===== src/rtl/ctrl_unit_pkg.sv =====
// Shared types for the ctrl_unit sequencer: FSM states, opcode and ALU encodings, decoded-instruction bundle.
package ctrl_unit_pkg;

    typedef enum logic [2:0] {
        S_IDLE, S_FETCH, S_DECODE, S_RD_A, S_RD_B, S_EXEC, S_WB, S_HALT
    } state_t;

    localparam logic [3:0] OP_ADD  = 4'h0;
    localparam logic [3:0] OP_SUB  = 4'h1;
    localparam logic [3:0] OP_AND  = 4'h2;
    localparam logic [3:0] OP_OR   = 4'h3;
    localparam logic [3:0] OP_XOR  = 4'h4;
    localparam logic [3:0] OP_INV  = 4'h5;
    localparam logic [3:0] OP_LOAD = 4'h8;
    localparam logic [3:0] OP_INC  = 4'hA;
    localparam logic [3:0] OP_DEC  = 4'hB;
    localparam logic [3:0] OP_HLT  = 4'hC;
    localparam logic [3:0] OP_JNZ  = 4'hE;
    localparam logic [3:0] OP_JMP  = 4'hF;

    localparam logic [2:0] ALU_ADD = 3'b000;
    localparam logic [2:0] ALU_SUB = 3'b001;
    localparam logic [2:0] ALU_AND = 3'b010;
    localparam logic [2:0] ALU_OR  = 3'b011;
    localparam logic [2:0] ALU_XOR = 3'b100;
    localparam logic [2:0] ALU_INV = 3'b101;

    localparam int OP_LSB  = 12;
    localparam int RD_LSB  = 8;
    localparam int RS1_LSB = 4;
    localparam int RS2_LSB = 0;

    // Path class selects which execute states an instruction walks through.
    typedef enum logic [2:0] {
        P_NOP, P_ALU2, P_ALU1, P_LOAD, P_JMP, P_JNZ, P_HLT, P_ILL
    } path_t;

    typedef struct packed {
        path_t      path;
        logic [2:0] alu_op;
        logic [1:0] rd;
        logic [1:0] ra;
        logic [1:0] rb;
        logic       b_one;
        logic [7:0] imm;
    } dec_t;

endpackage


===== src/rtl/ctrl_unit_if.sv =====
// Instruction-fetch, register-file and ALU signals between ctrl_unit (master) and the datapath (slave).
interface ctrl_unit_if #(
    parameter int PC_W   = 8,
    parameter int DATA_W = 8
);
    logic [PC_W-1:0]   pc_o;
    logic              ir_en;
    logic [15:0]       ir_data_i;
    logic [1:0]        rf_addr;
    logic              rf_rd;
    logic              rf_wr;
    logic [DATA_W-1:0] rf_wdata;
    logic [DATA_W-1:0] rf_rdata;
    logic [2:0]        alu_op;
    logic [DATA_W-1:0] alu_a;
    logic [DATA_W-1:0] alu_b;
    logic [DATA_W-1:0] alu_y;

    modport master (
        output pc_o, ir_en, rf_addr, rf_rd, rf_wr, rf_wdata, alu_op, alu_a, alu_b,
        input  ir_data_i, rf_rdata, alu_y
    );

    modport slave (
        input  pc_o, ir_en, rf_addr, rf_rd, rf_wr, rf_wdata, alu_op, alu_a, alu_b,
        output ir_data_i, rf_rdata, alu_y
    );
endinterface


===== src/rtl/ctrl_unit_decoder.sv =====
// Combinational IR -> path class, ALU op, register selects, immediate; zero latency, no handshake.
// CTRL_ILLEGAL_TRAP_EN turns undefined opcodes into the trapping P_ILL class instead of P_NOP.
module instr_decoder
    import ctrl_unit_pkg::*;
(
    input  logic [15:0] ir_i,
    output dec_t        dec_o
);
    logic [3:0] op;
    logic       unused_bits;

    assign op          = ir_i[OP_LSB +: 4];
    assign unused_bits = ^ir_i[11:10];

    always_comb begin
        dec_o.path   = P_NOP;
        dec_o.alu_op = ALU_ADD;
        dec_o.rd     = ir_i[RD_LSB  +: 2];
        dec_o.ra     = ir_i[RS1_LSB +: 2];
        dec_o.rb     = ir_i[RS2_LSB +: 2];
        dec_o.b_one  = 1'b0;
        dec_o.imm    = ir_i[7:0];
        case (op)
            OP_ADD:  begin dec_o.path = P_ALU2; dec_o.alu_op = ALU_ADD; end
            OP_SUB:  begin dec_o.path = P_ALU2; dec_o.alu_op = ALU_SUB; end
            OP_AND:  begin dec_o.path = P_ALU2; dec_o.alu_op = ALU_AND; end
            OP_OR:   begin dec_o.path = P_ALU2; dec_o.alu_op = ALU_OR;  end
            OP_XOR:  begin dec_o.path = P_ALU2; dec_o.alu_op = ALU_XOR; end
            OP_INV:  begin dec_o.path = P_ALU1; dec_o.alu_op = ALU_INV; end
            // INC/DEC/JNZ read their own destination register as operand A.
            OP_INC:  begin
                dec_o.path = P_ALU1; dec_o.alu_op = ALU_ADD;
                dec_o.ra = ir_i[RD_LSB +: 2]; dec_o.b_one = 1'b1;
            end
            OP_DEC:  begin
                dec_o.path = P_ALU1; dec_o.alu_op = ALU_SUB;
                dec_o.ra = ir_i[RD_LSB +: 2]; dec_o.b_one = 1'b1;
            end
            OP_JNZ:  begin dec_o.path = P_JNZ; dec_o.ra = ir_i[RD_LSB +: 2]; end
            OP_LOAD: dec_o.path = P_LOAD;
            OP_JMP:  dec_o.path = P_JMP;
            OP_HLT:  dec_o.path = P_HLT;
`ifdef CTRL_ILLEGAL_TRAP_EN
            default: dec_o.path = P_ILL;
`else
            default: dec_o.path = P_NOP;
`endif
        endcase
    end
endmodule


===== src/rtl/ctrl_unit.sv =====
// Fetch/decode/execute sequencer, 2-6 cycles per instruction; run low parks in IDLE at the next fetch boundary.
// Optional CTRL_ILLEGAL_TRAP_EN: undefined opcodes set the sticky illegal flag and halt.
module ctrl_unit
    import ctrl_unit_pkg::*;
#(
    parameter int              PC_W     = 8,
    parameter int              DATA_W   = 8,
    parameter logic [PC_W-1:0] RESET_PC = '0
) (
    input  logic        clk,
    input  logic        rst_n,
    input  logic        run,
    ctrl_unit_if.master bus,
    output logic        halted,
    output logic        illegal
);
    state_t            state_q, state_d, fetch_or_idle;
    logic [PC_W-1:0]   pc_q, pc_d, target;
    logic [15:0]       ir_q, ir_d;
    logic [DATA_W-1:0] a_q, a_d, b_q, b_d, wdata_q, wdata_d;
    dec_t              dec;

    instr_decoder u_dec (.ir_i(ir_q), .dec_o(dec));

    assign target        = PC_W'(dec.imm);
    assign fetch_or_idle = run ? S_FETCH : S_IDLE;
    assign bus.pc_o      = pc_q;
    assign bus.rf_wdata  = wdata_q;
    assign halted        = (state_q == S_HALT);

    always_ff @(posedge clk or negedge rst_n) begin
        if (!rst_n) begin
            state_q <= S_IDLE;
            pc_q    <= RESET_PC;
            ir_q    <= '0;
            a_q     <= '0;
            b_q     <= '0;
            wdata_q <= '0;
        end else begin
            state_q <= state_d;
            pc_q    <= pc_d;
            ir_q    <= ir_d;
            a_q     <= a_d;
            b_q     <= b_d;
            wdata_q <= wdata_d;
        end
    end

    always_comb begin
        state_d     = state_q;
        pc_d        = pc_q;
        ir_d        = ir_q;
        a_d         = a_q;
        b_d         = b_q;
        wdata_d     = wdata_q;
        bus.ir_en   = 1'b0;
        bus.rf_rd   = 1'b0;
        bus.rf_wr   = 1'b0;
        bus.rf_addr = '0;
        bus.alu_op  = ALU_ADD;
        bus.alu_a   = '0;
        bus.alu_b   = '0;
        case (state_q)
            S_IDLE:  state_d = fetch_or_idle;
            S_FETCH: begin
                bus.ir_en = 1'b1;
                ir_d      = bus.ir_data_i;
                state_d   = S_DECODE;
            end
            S_DECODE: begin
                pc_d = pc_q + PC_W'(1);
                // Single-operand ops use a constant B: 1 for INC/DEC, 0 for INV.
                b_d  = dec.b_one ? DATA_W'(1) : '0;
                case (dec.path)
                    P_ALU2, P_ALU1, P_JNZ: state_d = S_RD_A;
                    P_LOAD: begin
                        wdata_d = DATA_W'(dec.imm);
                        state_d = S_WB;
                    end
                    P_JMP: begin
                        pc_d    = target;
                        state_d = fetch_or_idle;
                    end
                    P_HLT, P_ILL: state_d = S_HALT;
                    default:      state_d = fetch_or_idle;
                endcase
            end
            S_RD_A: begin
                bus.rf_rd   = 1'b1;
                bus.rf_addr = dec.ra;
                a_d         = bus.rf_rdata;
                state_d     = (dec.path == P_ALU2) ? S_RD_B : S_EXEC;
            end
            S_RD_B: begin
                bus.rf_rd   = 1'b1;
                bus.rf_addr = dec.rb;
                b_d         = bus.rf_rdata;
                state_d     = S_EXEC;
            end
            S_EXEC: begin
                if (dec.path == P_JNZ) begin
                    if (a_q != '0) pc_d = target;
                    state_d = fetch_or_idle;
                end else begin
                    bus.alu_op = dec.alu_op;
                    bus.alu_a  = a_q;
                    bus.alu_b  = b_q;
                    wdata_d    = bus.alu_y;
                    state_d    = S_WB;
                end
            end
            S_WB: begin
                bus.rf_wr   = 1'b1;
                bus.rf_addr = dec.rd;
                state_d     = fetch_or_idle;
            end
            S_HALT:  state_d = S_HALT;
            default: state_d = S_IDLE;
        endcase
    end

`ifdef CTRL_ILLEGAL_TRAP_EN
    logic illegal_q, illegal_d;

    assign illegal_d = illegal_q | ((state_q == S_DECODE) && (dec.path == P_ILL));
    assign illegal   = illegal_q;

    always_ff @(posedge clk or negedge rst_n) begin
        if (!rst_n) illegal_q <= 1'b0;
        else        illegal_q <= illegal_d;
    end
`else
    assign illegal = 1'b0;
`endif

endmodule


===== src/flat_wrapper.sv =====
// flat-port wrapper written by rule: the top's interface ports become plain ports
module ctrl_unit_flat import ctrl_unit_pkg::*;
#(
    parameter int              PC_W     = 8,
    parameter int              DATA_W   = 8,
    parameter logic [PC_W-1:0] RESET_PC = '0
)
  (clk, rst_n, run, halted, illegal, bus_pc_o, bus_ir_en, bus_rf_addr, bus_rf_rd, bus_rf_wr, bus_rf_wdata, bus_alu_op, bus_alu_a, bus_alu_b, bus_ir_data_i, bus_rf_rdata, bus_alu_y);
  ctrl_unit_if #(.PC_W(PC_W), .DATA_W(DATA_W)) bus_i ();
  input  logic clk;
  input  logic rst_n;
  input  logic run;
  output logic halted;
  output logic illegal;
  output wire logic [$bits(bus_i.pc_o)-1:0] bus_pc_o;
  output wire logic [$bits(bus_i.ir_en)-1:0] bus_ir_en;
  output wire logic [$bits(bus_i.rf_addr)-1:0] bus_rf_addr;
  output wire logic [$bits(bus_i.rf_rd)-1:0] bus_rf_rd;
  output wire logic [$bits(bus_i.rf_wr)-1:0] bus_rf_wr;
  output wire logic [$bits(bus_i.rf_wdata)-1:0] bus_rf_wdata;
  output wire logic [$bits(bus_i.alu_op)-1:0] bus_alu_op;
  output wire logic [$bits(bus_i.alu_a)-1:0] bus_alu_a;
  output wire logic [$bits(bus_i.alu_b)-1:0] bus_alu_b;
  input wire logic [$bits(bus_i.ir_data_i)-1:0] bus_ir_data_i;
  input wire logic [$bits(bus_i.rf_rdata)-1:0] bus_rf_rdata;
  input wire logic [$bits(bus_i.alu_y)-1:0] bus_alu_y;
  assign bus_pc_o = bus_i.pc_o;
  assign bus_ir_en = bus_i.ir_en;
  assign bus_rf_addr = bus_i.rf_addr;
  assign bus_rf_rd = bus_i.rf_rd;
  assign bus_rf_wr = bus_i.rf_wr;
  assign bus_rf_wdata = bus_i.rf_wdata;
  assign bus_alu_op = bus_i.alu_op;
  assign bus_alu_a = bus_i.alu_a;
  assign bus_alu_b = bus_i.alu_b;
  assign bus_i.ir_data_i = bus_ir_data_i;
  assign bus_i.rf_rdata = bus_rf_rdata;
  assign bus_i.alu_y = bus_alu_y;
  ctrl_unit #(.PC_W(PC_W), .DATA_W(DATA_W), .RESET_PC(RESET_PC)) u_core (.clk(clk), .rst_n(rst_n), .run(run), .bus(bus_i), .halted(halted), .illegal(illegal));
endmodule

===== config.mk =====
export PLATFORM = sky130hd
export DESIGN_NAME = ctrl_unit_flat
export DESIGN_NICKNAME = d
export VERILOG_FILES = /design/src/rtl/ctrl_unit_pkg.sv /design/src/rtl/ctrl_unit_if.sv /design/src/rtl/ctrl_unit_decoder.sv /design/src/rtl/ctrl_unit.sv /design/src/flat_wrapper.sv
export SDC_FILE = /design/constraint.sdc
export NUM_CORES = 1
export LEC_CHECK = 0
export ABC_CLOCK_PERIOD_IN_PS = 2100
export CORE_ASPECT_RATIO = 1.4
export CORE_MARGIN = 10
export CORE_UTILIZATION = 48
export DETAILED_ROUTE_END_ITERATION = 7
export PLACE_DENSITY_LB_ADDON = 0.1
export RECOVER_POWER = 50
export SYNTH_ARGS = -nofsm -noshare
export SYNTH_HDL_FRONTEND = slang
export SYNTH_SLANG_ARGS = --single-unit

===== constraint.sdc =====
create_clock -name clk -period 2.1 [get_ports clk]
set_clock_uncertainty 0.15 [all_clocks]
set_input_delay 0.525 -clock clk [delete_from_list [all_inputs] [get_ports clk]]
set_output_delay 0.525 -clock clk [all_outputs]
set_load 0.01 [all_outputs]

==> Implementation_results.wiki, run 1 <==
{| class="wikitable"
! Metric !! Value
|-
| Routed wire length || 7880 um
|-
| Layout overhead on the synthesized area || 40.2%
|-
| Final critical path time including I/O delays and setup || 2.20 ns
|-
| Pin count of the biggest net entering global routing || 31
|-
| Clock sink count || 49
|-
| Final critical-path share of the clock period || 105%
|-
| Unrepaired setup endpoints after global routing || true
|-
| Overall fraction of global-route tracks in use || 16.5%
|-
| Power share of the clock group || 8.9%
|-
| H-Tree Level Count || 2
|-
| Net count of the finished layout || 405
|-
| EDFF count, synth || 0
|-
| Cell breakdown of the critical path || nand3b_1 > buf_4 > nor4b_4 > buf_2
|-
| Met1 Use GR || 18.1%
|-
| N_diodes || 0
|-
| Simple-gate share of the synthesized area || 18.6%
|-
| Synthesized instance count || 269
|-
| GR Util met2 || 28.4%
|-
| Via count of the first global-routing pass || 2640
|-
| Net switching power figure || 0.00246 W
|-
| Crit-path leading delay family || simple AND/OR/NAND/NOR gates
|-
| Met3 track utilization from global routing || 6.09%
|-
| Number of hold-slack violations in the final timing report || 0
|-
| Port-buffer cells || 73
|-
| CTS Root Cell || sky130_fd_sc_hd__clkbuf_8
|-
| Initial standard-cell utilization of the core || 50.0%
|-
| Upper clock frequency limit || 455 MHz
|-
| Worst rel slew slack || 27.2%
|-
| Io pins || 77
|-
| Sequential group share of total power || 29.7%
|-
| Remaining global-route overflow || 0
|-
| Synthesized-area fraction occupied by ao, oa, aoi and oai cells || 14.1%
|-
| P per Cell Area || 1550 mW/mm2
|-
| Biggest area contributors in the synthesized netlist || sky130_fd_sc_hd__dfrtp_1, sky130_fd_sc_hd__mux2_2, sky130_fd_sc_hd__mux2_1, sky130_fd_sc_hd__mux2_4, sky130_fd_sc_hd__and3_1
|-
| Cts-stage hold buffer count || 0
|-
| Die Y || 110 um
|-
| Failing checks || setup timing
|-
| Startpoint of the worst register-to-register path || u_core.state_q[1]$_DFF_PN0_
|-
| Yosys warning count || 0
|-
| Clock-pin slew of the registers on the worst-case setup and hold paths || 0.09 ns
|-
| Number of endpoints failing setup at the final stage || 30
|-
| Clock tree from TritonCTS || yes
|-
| Core Util, Final || 70.2%
|-
| Top_reg_cell synth || sky130_fd_sc_hd__dfrtp_1
|-
| Mux share of post-synthesis cell area || 18.6%
|-
| Critical path startpoint || u_core.state_q[1]$_DFF_PN0_
|-
| Netlist area before placement || 0.00279 mm2
|-
| Max-cap viol count || 0
|-
| Layout cells sized above 1 || 31.7%
|-
| Maximum fanout along the worst path || 3
|-
| Vias post-DR || 2486
|-
| Leakage power figure || 1.83 nW
|-
| Standard cell with the maximum stage delay on the critical path || sky130_fd_sc_hd__dfrtp_1
|-
| Category of the most critical setup path || flip-flop to primary output
|-
| Largest buffer count on any clock path || 2
|-
| Type of destination of the critical path || primary output
|-
| Type of the tightest min-delay check || input port to asynchronous set/reset pin
|-
| Outcome || finished with violations
|-
| Filler Cell Count || 468
|-
| FFs w/ async S/R, synth || 100%
|-
| Busiest layer in global routing || met2
|-
| Area share of the largest cell type after synthesis || 44.0%
|-
| Switching fraction of total power || 40.6%
|-
| Number of antenna violations at the first check in global routing || 0
|-
| Adder-cell share of the synthesized area || 0.449%
|-
| Seq cells post-synth || 49
|-
| Routed Antenna Nets || 0
|-
| Data required time at the worst endpoint || 1.42 ns
|-
| Wire length of the first global-routing pass || 12700 um
|-
| Fraction of synthesized cell area in xor and xnor cells || 0%
|-
| Tightest Pin Transition || 1.09 ns
|-
| Number of buffers and inverters on the critical path || 2
|-
| Mean area per synthesized cell || 10.4 um2
|-
| Die area || 0.00929 mm2
|-
| Cell row count || 32
|-
| Average wire length per cell after detail routing || 18.0 um
|-
| Vias per cell || 5.69
|-
| DRC violation count after routing || 0
|-
| Final HPWL from detailed placement || 5740 um
|-
| Stage delay of the slowest cell on the critical path || 0.41 ns
|-
| Width of the die || 84.4 um
|-
| Area of the core || 0.00557 mm2
|-
| Max rail drop VDD || 0.000936 V
|-
| Max-slew violations || 0
|-
| Length of the first detailed-routing pass in iterations || 4
|-
| Startpoint types || flip-flop
|-
| Worst path arrival time || 1.52 ns
|-
| Iteration-0 DRC Markers || 100
|-
| Cell type with the highest aggregate area in the netlist || sky130_fd_sc_hd__dfrtp_1
|-
| Sequential share of the synthesized area || 44.0%
|-
| TritonCTS Buffers || 5
|-
| Insertion delay to the later sink of the worst-skew pair || 0.31 ns
|-
| Unique masters post-synth || 50
|-
| Largest family of logic cells by synthesized area || simple AND/OR/NAND/NOR gates
|-
| Least setup slack across all paths after layout || -0.0968 ns
|-
| Weighted congestion at the end of routability-driven global placement || 0.838
|-
| Comb pwr share || 61.4%
|-
| Hold Worst Slack || 0.242 ns
|-
| Syn nets || 305
|-
| Internal power || 0.00360 W
|}
## cells in the mapped netlist (2+ instances only)
library cell	number
sky130_fd_sc_hd__o211ai_1	3
sky130_fd_sc_hd__o221ai_1	4
sky130_fd_sc_hd__mux2_1	13
sky130_fd_sc_hd__a21o_1	2
sky130_fd_sc_hd__o22ai_1	4
sky130_fd_sc_hd__mux2_4	8
sky130_fd_sc_hd__o21ai_1	2
sky130_fd_sc_hd__buf_2	10
sky130_fd_sc_hd__a21oi_1	15
sky130_fd_sc_hd__clkbuf_1	6
sky130_fd_sc_hd__nand4_1	3
sky130_fd_sc_hd__inv_1	2
sky130_fd_sc_hd__a22oi_1	4
sky130_fd_sc_hd__dfrtp_1	49
sky130_fd_sc_hd__a2bb2oi_1	2
sky130_fd_sc_hd__mux2i_1	6
sky130_fd_sc_hd__o21ai_0	13
sky130_fd_sc_hd__mux2_2	17
sky130_fd_sc_hd__buf_1	2
sky130_fd_sc_hd__a31oi_1	2
sky130_fd_sc_hd__inv_2	2
sky130_fd_sc_hd__nand3_1	7
sky130_fd_sc_hd__nor4b_1	2
sky130_fd_sc_hd__nor4_1	2
sky130_fd_sc_hd__nor3_1	2
sky130_fd_sc_hd__o22a_1	2
sky130_fd_sc_hd__nor2_1	11
sky130_fd_sc_hd__nand2_1	24
sky130_fd_sc_hd__nand2b_1	3
sky130_fd_sc_hd__and3_1	19
sky130_fd_sc_hd__nor2b_1	9
## power groups by stage
stage	sequential (W)	clock (W)	combinational (W)
after global routing	0.00188	0.000584	0.00406
after detailed placement	0.00179	0	0.00352
after global placement	0.00177	0	0.00345
final	0.00180	0.000541	0.00372
after floorplan	0.00178	0	0.00201
after CTS	0.00179	0.000560	0.00359
## routing by layer
| layer | up-vias | wire, um |
|---|---|---|
| li1 | 1178 | - |
| met1 | 1217 | 3150 |
| met2 | 80 | 3920 |
| met3 | 11 | 645 |
| met4 | 0 | 155 |
| met5 | - | 0 |
## kinds of logic (layout without fill, tap and decap cells)
| group | after synthesis | after routing |
|---|---|---|
| AOI/OAI and AO/OA | 59 | 59 |
| and+or+nand+nor | 91 | 92 |
| adders and majority gates | 1 | 1 |
| buffers and inverters | 24 | 123 |
| DFF | 49 | 49 |
| muxes | 44 | 44 |
| other | 1 | 1 |
## layout make-up
cell class,count,area (um2),area share [%]
clock buffers,6,72.6,1.86
clock inverters,1,8.76,0.224
inverters,4,15.0,0.384
multi-input cells,197,1560,40.0
flip-flops and latches,49,1230,31.4
well taps,68,85.1,2.18
repair buffers,112,936,24.0
## sequential cells by signal, indices dropped and copies added (netlist names)
register,flops
u_core.state_q,3
u_core.bus.rf_wdata,8
u_core.b_q,8
u_core.bus.pc_o,8
u_core.a_q,8
u_core.ir_q,14
## cell usage in the layout (no fill, tap or decap), types with 3 or more instances in the layout
| cell type | n |
|---|---|
| sky130_fd_sc_hd__clkbuf_2 | 3 |
| sky130_fd_sc_hd__mux2i_1 | 6 |
| sky130_fd_sc_hd__clkbuf_8 | 5 |
| sky130_fd_sc_hd__nor2b_1 | 9 |
| sky130_fd_sc_hd__o22ai_1 | 3 |
| sky130_fd_sc_hd__mux2_1 | 13 |
| sky130_fd_sc_hd__a21oi_1 | 15 |
| sky130_fd_sc_hd__o211ai_1 | 3 |
| sky130_fd_sc_hd__dfrtp_1 | 49 |
| sky130_fd_sc_hd__nand4_1 | 3 |
| sky130_fd_sc_hd__buf_6 | 5 |
| sky130_fd_sc_hd__o21ai_0 | 12 |
| sky130_fd_sc_hd__clkdlybuf4s50_1 | 47 |
| sky130_fd_sc_hd__nand2_1 | 23 |
| sky130_fd_sc_hd__clkbuf_1 | 4 |
| sky130_fd_sc_hd__mux2_4 | 8 |
| sky130_fd_sc_hd__nand3_1 | 7 |
| sky130_fd_sc_hd__buf_4 | 29 |
| sky130_fd_sc_hd__buf_2 | 22 |
| sky130_fd_sc_hd__mux2_2 | 17 |
| sky130_fd_sc_hd__nor2_1 | 9 |
| sky130_fd_sc_hd__a22oi_1 | 3 |
| sky130_fd_sc_hd__and3_1 | 19 |
| sky130_fd_sc_hd__inv_2 | 3 |
## path summary, 6_finish.rpt
check                                                           to  slack [ns]  cells past startpoint
min in group clk                         u_core.b_q[1]$_DFFE_PN0P_        0.35                      2
worst min-delay path                    u_core.ir_q[9]$_DFFE_PN0P_        0.24                      1
worst max-delay path                                 bus_alu_op[2]        -0.1                      4
worst min register to register           u_core.b_q[1]$_DFFE_PN0P_        0.35                      2
max in group asynchronous                u_core.b_q[3]$_DFFE_PN0P_        0.24                      2
worst max register to register  u_core.bus.rf_wdata[5]$_DFFE_PN0P_       -0.06                      7
## metrics by stage
step                cells  TNS (ns)  worst slack, ns  total power, W  area (um2)
floorplan             269         0           0.0407         0.00379        2790
global placement      421     -4.43           -0.237         0.00523        3770
detailed placement    421     -4.68           -0.265         0.00531        3770
CTS                   434     -1.60           -0.150         0.00593        3860
global route          437     -5.50           -0.173         0.00652        3910
finish                437     -1.49          -0.0968         0.00606        3910
## timing repair
action,CTS,global route
endpoints found under the hold margin,0,0
gates cloned,0,1
setup endpoints to repair,33,38
setup buffers,6,3
pin swaps,4,4
gates resized for setup,107,22
(Power assumes the default switching activity.)
==> run 2, diff against run 1 <==
ABC_AREA = 1   (was not set)
==> run 2 against run 1 <==
The flow still finishes with violations (setup timing). Non-clock buffer count is 11 higher. Critical path type unchanged. Global-route usage up 1.7 points. Setup slack lost 0.010 ns. Register-to-register slack gained 0.14 ns. Largest cell class unchanged. Design area is 0.13% higher. Combinational power is 12% lower. Routed wire length rose by 8.3%. Via count is 14% higher. Sequential share of layout area increased by 0.12 points. Fmax decreased by 0.45%. Synthesized cell count is 33% higher. Die area down 3.3%.
==> Implementation_results.wiki, run 2 <==
{| class="wikitable"
! Metric !! Value
|-
| Outcome || finished with violations
|-
| Failing checks || setup timing
|-
| Area of the core || 0.00545 mm2 (-2.2%)
|-
| Stage delay of the slowest cell on the critical path || 0.45 ns (+0.04 ns)
|-
| Type of destination of the critical path || primary output
|-
| Vias post-DR || 2834 (+14%)
|-
| H-Tree Level Count || 2 (unchanged)
|-
| Yosys warning count || 0 (unchanged)
|-
| Number of buffers and inverters on the critical path || 2 (unchanged)
|-
| N_diodes || 0 (unchanged)
|-
| Wire length of the first global-routing pass || 13600 um (+7.2%)
|-
| Maximum fanout along the worst path || 5 (+2)
|-
| Final critical-path share of the clock period || 105% (+0.48 points)
|-
| Width of the die || 83.0 um (-1.6%)
|-
| Cell row count || 32 (unchanged)
|-
| Length of the first detailed-routing pass in iterations || 5 (+1)
|-
| FFs w/ async S/R, synth || 100% (unchanged)
|-
| Via count of the first global-routing pass || 2778 (+5.2%)
|-
| Biggest area contributors in the synthesized netlist || sky130_fd_sc_hd__dfrtp_1, sky130_fd_sc_hd__nand2_1, sky130_fd_sc_hd__o21ai_0, sky130_fd_sc_hd__inv_1, sky130_fd_sc_hd__nor2_1
|-
| Max-slew violations || 0 (unchanged)
|-
| Number of endpoints failing setup at the final stage || 21 (-30%)
|-
| Leakage power figure || 1.94 nW (+6.3%)
|-
| Commonest cells after routing, fill and taps aside || sky130_fd_sc_hd__nand2_1, sky130_fd_sc_hd__clkdlybuf4s50_1, sky130_fd_sc_hd__buf_4, sky130_fd_sc_hd__dfrtp_1, sky130_fd_sc_hd__o21ai_0
|-
| Initial standard-cell utilization of the core || 49.0% (-1.0 points)
|-
| Tightest Pin Transition || 1.22 ns (+0.131 ns)
|-
| Layout cells sized above 1 || 27.8% (-3.9 points)
|-
| Worst path arrival time || 1.53 ns (about the same)
|-
| Post-synth top cells || sky130_fd_sc_hd__nand2_1, sky130_fd_sc_hd__dfrtp_1, sky130_fd_sc_hd__o21ai_0, sky130_fd_sc_hd__inv_1, sky130_fd_sc_hd__nor2_1
|-
| P per Cell Area || 1460 mW/mm2 (-5.8%)
|-
| Remaining global-route overflow || 0 (unchanged)
|-
| Hold Worst Slack || 0.340 ns (+0.0979 ns)
|-
| Crit-path leading delay family || flip-flops
|-
| Worst path most repeated cell || sky130_fd_sc_hd__buf_6
|-
| Routed Antenna Nets || 0 (unchanged)
|-
| Most instantiated library cell after synthesis || sky130_fd_sc_hd__nand2_1
|-
| Category of the most critical setup path || flip-flop to primary output
|-
| Cell breakdown of the critical path || buf_6 > nor3_4 > o211ai_1 > nand3_2 > buf_6
|-
| Seq cells post-synth || 49 (unchanged)
|-
| Clock sink count || 49 (unchanged)
|-
| Die Y || 108 um (-1.7%)
|-
| Pin count of the biggest net entering global routing || 50 (+61%)
|-
| Upper clock frequency limit || 453 MHz (-0.45%)
|-
| Standard cell with the maximum stage delay on the critical path || sky130_fd_sc_hd__dfrtp_2
|-
| DRC violation count after routing || 0 (unchanged)
|-
| CTS Root Cell || sky130_fd_sc_hd__clkbuf_8
|-
| Insertion delay to the later sink of the worst-skew pair || 0.30 ns (about the same)
|-
| Area share of the largest cell type after synthesis || 45.9% (+1.9 points)
|-
| Type of the tightest min-delay check || flip-flop to flip-flop
|-
| Data required time at the worst endpoint || 1.42 ns (about the same)
|-
| Number of antenna violations at the first check in global routing || 0 (unchanged)
|-
| Average wire length per cell after detail routing || 15.6 um (-13%)
|-
| Worst rel slew slack || 18.4% (-8.8 points)
|-
| Weighted congestion at the end of routability-driven global placement || 0.855 (+2.0%)
|-
| Layout overhead on the synthesized area || 46.4%
|-
| Number of hold-slack violations in the final timing report || 0 (unchanged)
|-
| Sequential share of the synthesized area || 45.9% (+1.9 points)
|-
| Final HPWL from detailed placement || 5670 um (-1.2%)
|-
| Register bank with the most flops || u_core.ir_q
|-
| Max-cap viol count || 0 (unchanged)
|-
| Clock tree from TritonCTS || yes
|-
| Die area || 0.00899 mm2 (-3.3%)
|-
| Least setup slack across all paths after layout || -0.107 ns (-0.00999 ns)
|-
| Clock-pin slew of the registers on the worst-case setup and hold paths || 0.09 ns (about the same)
|-
| Startpoint types || flip-flop
|-
| Synthesized instance count || 359 (+33%)
|-
| Vias per cell || 5.18 (-8.9%)
|-
| Unique masters post-synth || 30 (-40%)
|-
| Top_reg_cell synth || sky130_fd_sc_hd__dfrtp_1
|-
| Syn nets || 395 (+30%)
|-
| Port-buffer cells || 73 (unchanged)
|-
| Netlist area before placement || 0.00267 mm2 (-4.1%)
|-
| Mean area per synthesized cell || 7.44 um2 (-28%)
|-
| Final critical path time including I/O delays and setup || 2.21 ns (+0.00999 ns)
|-
| Max rail drop VDD || 0.000715 V (-24%)
|-
| EDFF count, synth || 0 (unchanged)
|-
| Commonest non-fill, non-tap cell in the layout || sky130_fd_sc_hd__nand2_1
|-
| Largest register FFs || 14 (unchanged)
|-
| Cts-stage hold buffer count || 0 (unchanged)
|-
| TritonCTS Buffers || 5 (unchanged)
|-
| Routed wire length || 8540 um (+8.3%)
|-
| Cell type with the highest aggregate area in the netlist || sky130_fd_sc_hd__dfrtp_1
|-
| Largest buffer count on any clock path || 2 (unchanged)
|-
| Unrepaired setup endpoints after global routing || true
|-
| Net count of the finished layout || 514 (+27%)
|-
| Core Util, Final || 71.8% (+1.6 points)
|-
| Overall fraction of global-route tracks in use || 18.2% (+1.7 points)
|-
| Iteration-0 DRC Markers || 203 (+100%)
|-
| Io pins || 77 (unchanged)
|}
## run 2: final timing paths
path / start / endpoint / slack [ns] / cells past startpoint
worst min register to register: u_core.bus.rf_wdata[6]$_DFFE_PN0P_ / u_core.bus.rf_wdata[6]$_DFFE_PN0P_ / 0.34 / 2
worst max-delay path: u_core.state_q[2]$_DFF_PN0_ / bus_rf_addr[1] / -0.11 / 5
worst min-delay path: u_core.bus.rf_wdata[6]$_DFFE_PN0P_ / u_core.bus.rf_wdata[6]$_DFFE_PN0P_ / 0.34 / 2
max in group asynchronous: rst_n / u_core.state_q[1]$_DFF_PN0_ / 0.58 / 2
worst max register to register: u_core.state_q[1]$_DFF_PN0_ / u_core.ir_q[9]$_DFFE_PN0P_ / 0.08 / 8
min in group asynchronous: rst_n / u_core.bus.pc_o[7]$_DFFE_PN0P_ / 0.40 / 2
## run 2: final cells by class
type | instances | area (um2)
fill | 459 | 1540
tap | 68 | 85.1
timing repair buffer | 123 | 1010
sequential | 49 | 1230
inverter | 37 | 144
clock inverter | 1 | 30.0
clock buffer | 7 | 86.3
multi-input combinational | 262 | 1320
## run 2: cells by family (layout without fill, tap and decap cells)
group,Yosys count,in the layout,share of synthesized area (%)
AOI/OAI and AO/OA,53,53,11.2
xor gates and xnor gates,3,3,0.984
adders and majority gates,1,1,0.469
buffers and inverters,48,168,7.83
DFF,49,49,45.9
other,1,1,0.140
and+or+nand+nor,204,204,33.5
## run 2: where the power goes
part | internal, W | switching [W] | total (W)
combinational | 0.00147 | 0.00179 | 0.00326
sequential | 0.00138 | 0.000356 | 0.00174
clock | 0.000389 | 0.000322 | 0.000710
## run 2: worst min-delay path, delay by kind of cell, from the launching register on
| family | cells | cell delay (ns) |
|---|---|---|
| AO/OA/AOI/OAI | 1 | 0.05 |
| flip-flops | 1 | 0.35 |
| AND/OR/NAND/NOR | 1 | 0.06 |
## run 2: timing repair
action	CTS	global route
pin swaps	7	3
cloned	0	0
buffers inserted	16	7
setup endpoints to repair	25	24
gates resized for setup	120	18
## run 2: routing by layer
| metal | wire length (um) | vias to the layer above | global-route usage (%) |
|---|---|---|---|
| li1 | - | 1366 | - |
| met3 | 472 | 19 | 4.06 |
| met2 | 4400 | 117 | 33.2 |
| met4 | 213 | 0 | 6.95 |
| met5 | 0 | - | 0 |
| met1 | 3460 | 1332 | 20.2 |
## run 2: stage by stage
step | instances | cell area, um2 | setup slack (ns) | power, W | setup TNS (ns)
3_3_place_gp | 517 | 3640 | -0.143 | 0.00447 | -2.13
5_1_grt | 547 | 3910 | -0.156 | 0.00617 | -2.26
4_1_cts | 541 | 3840 | -0.0526 | 0.00550 | -0.547
6_report | 547 | 3910 | -0.107 | 0.00572 | -0.665
3_5_place_dp | 517 | 3640 | -0.185 | 0.00455 | -2.95
2_1_floorplan | 359 | 2670 | 0.197 | 0.00332 | 0
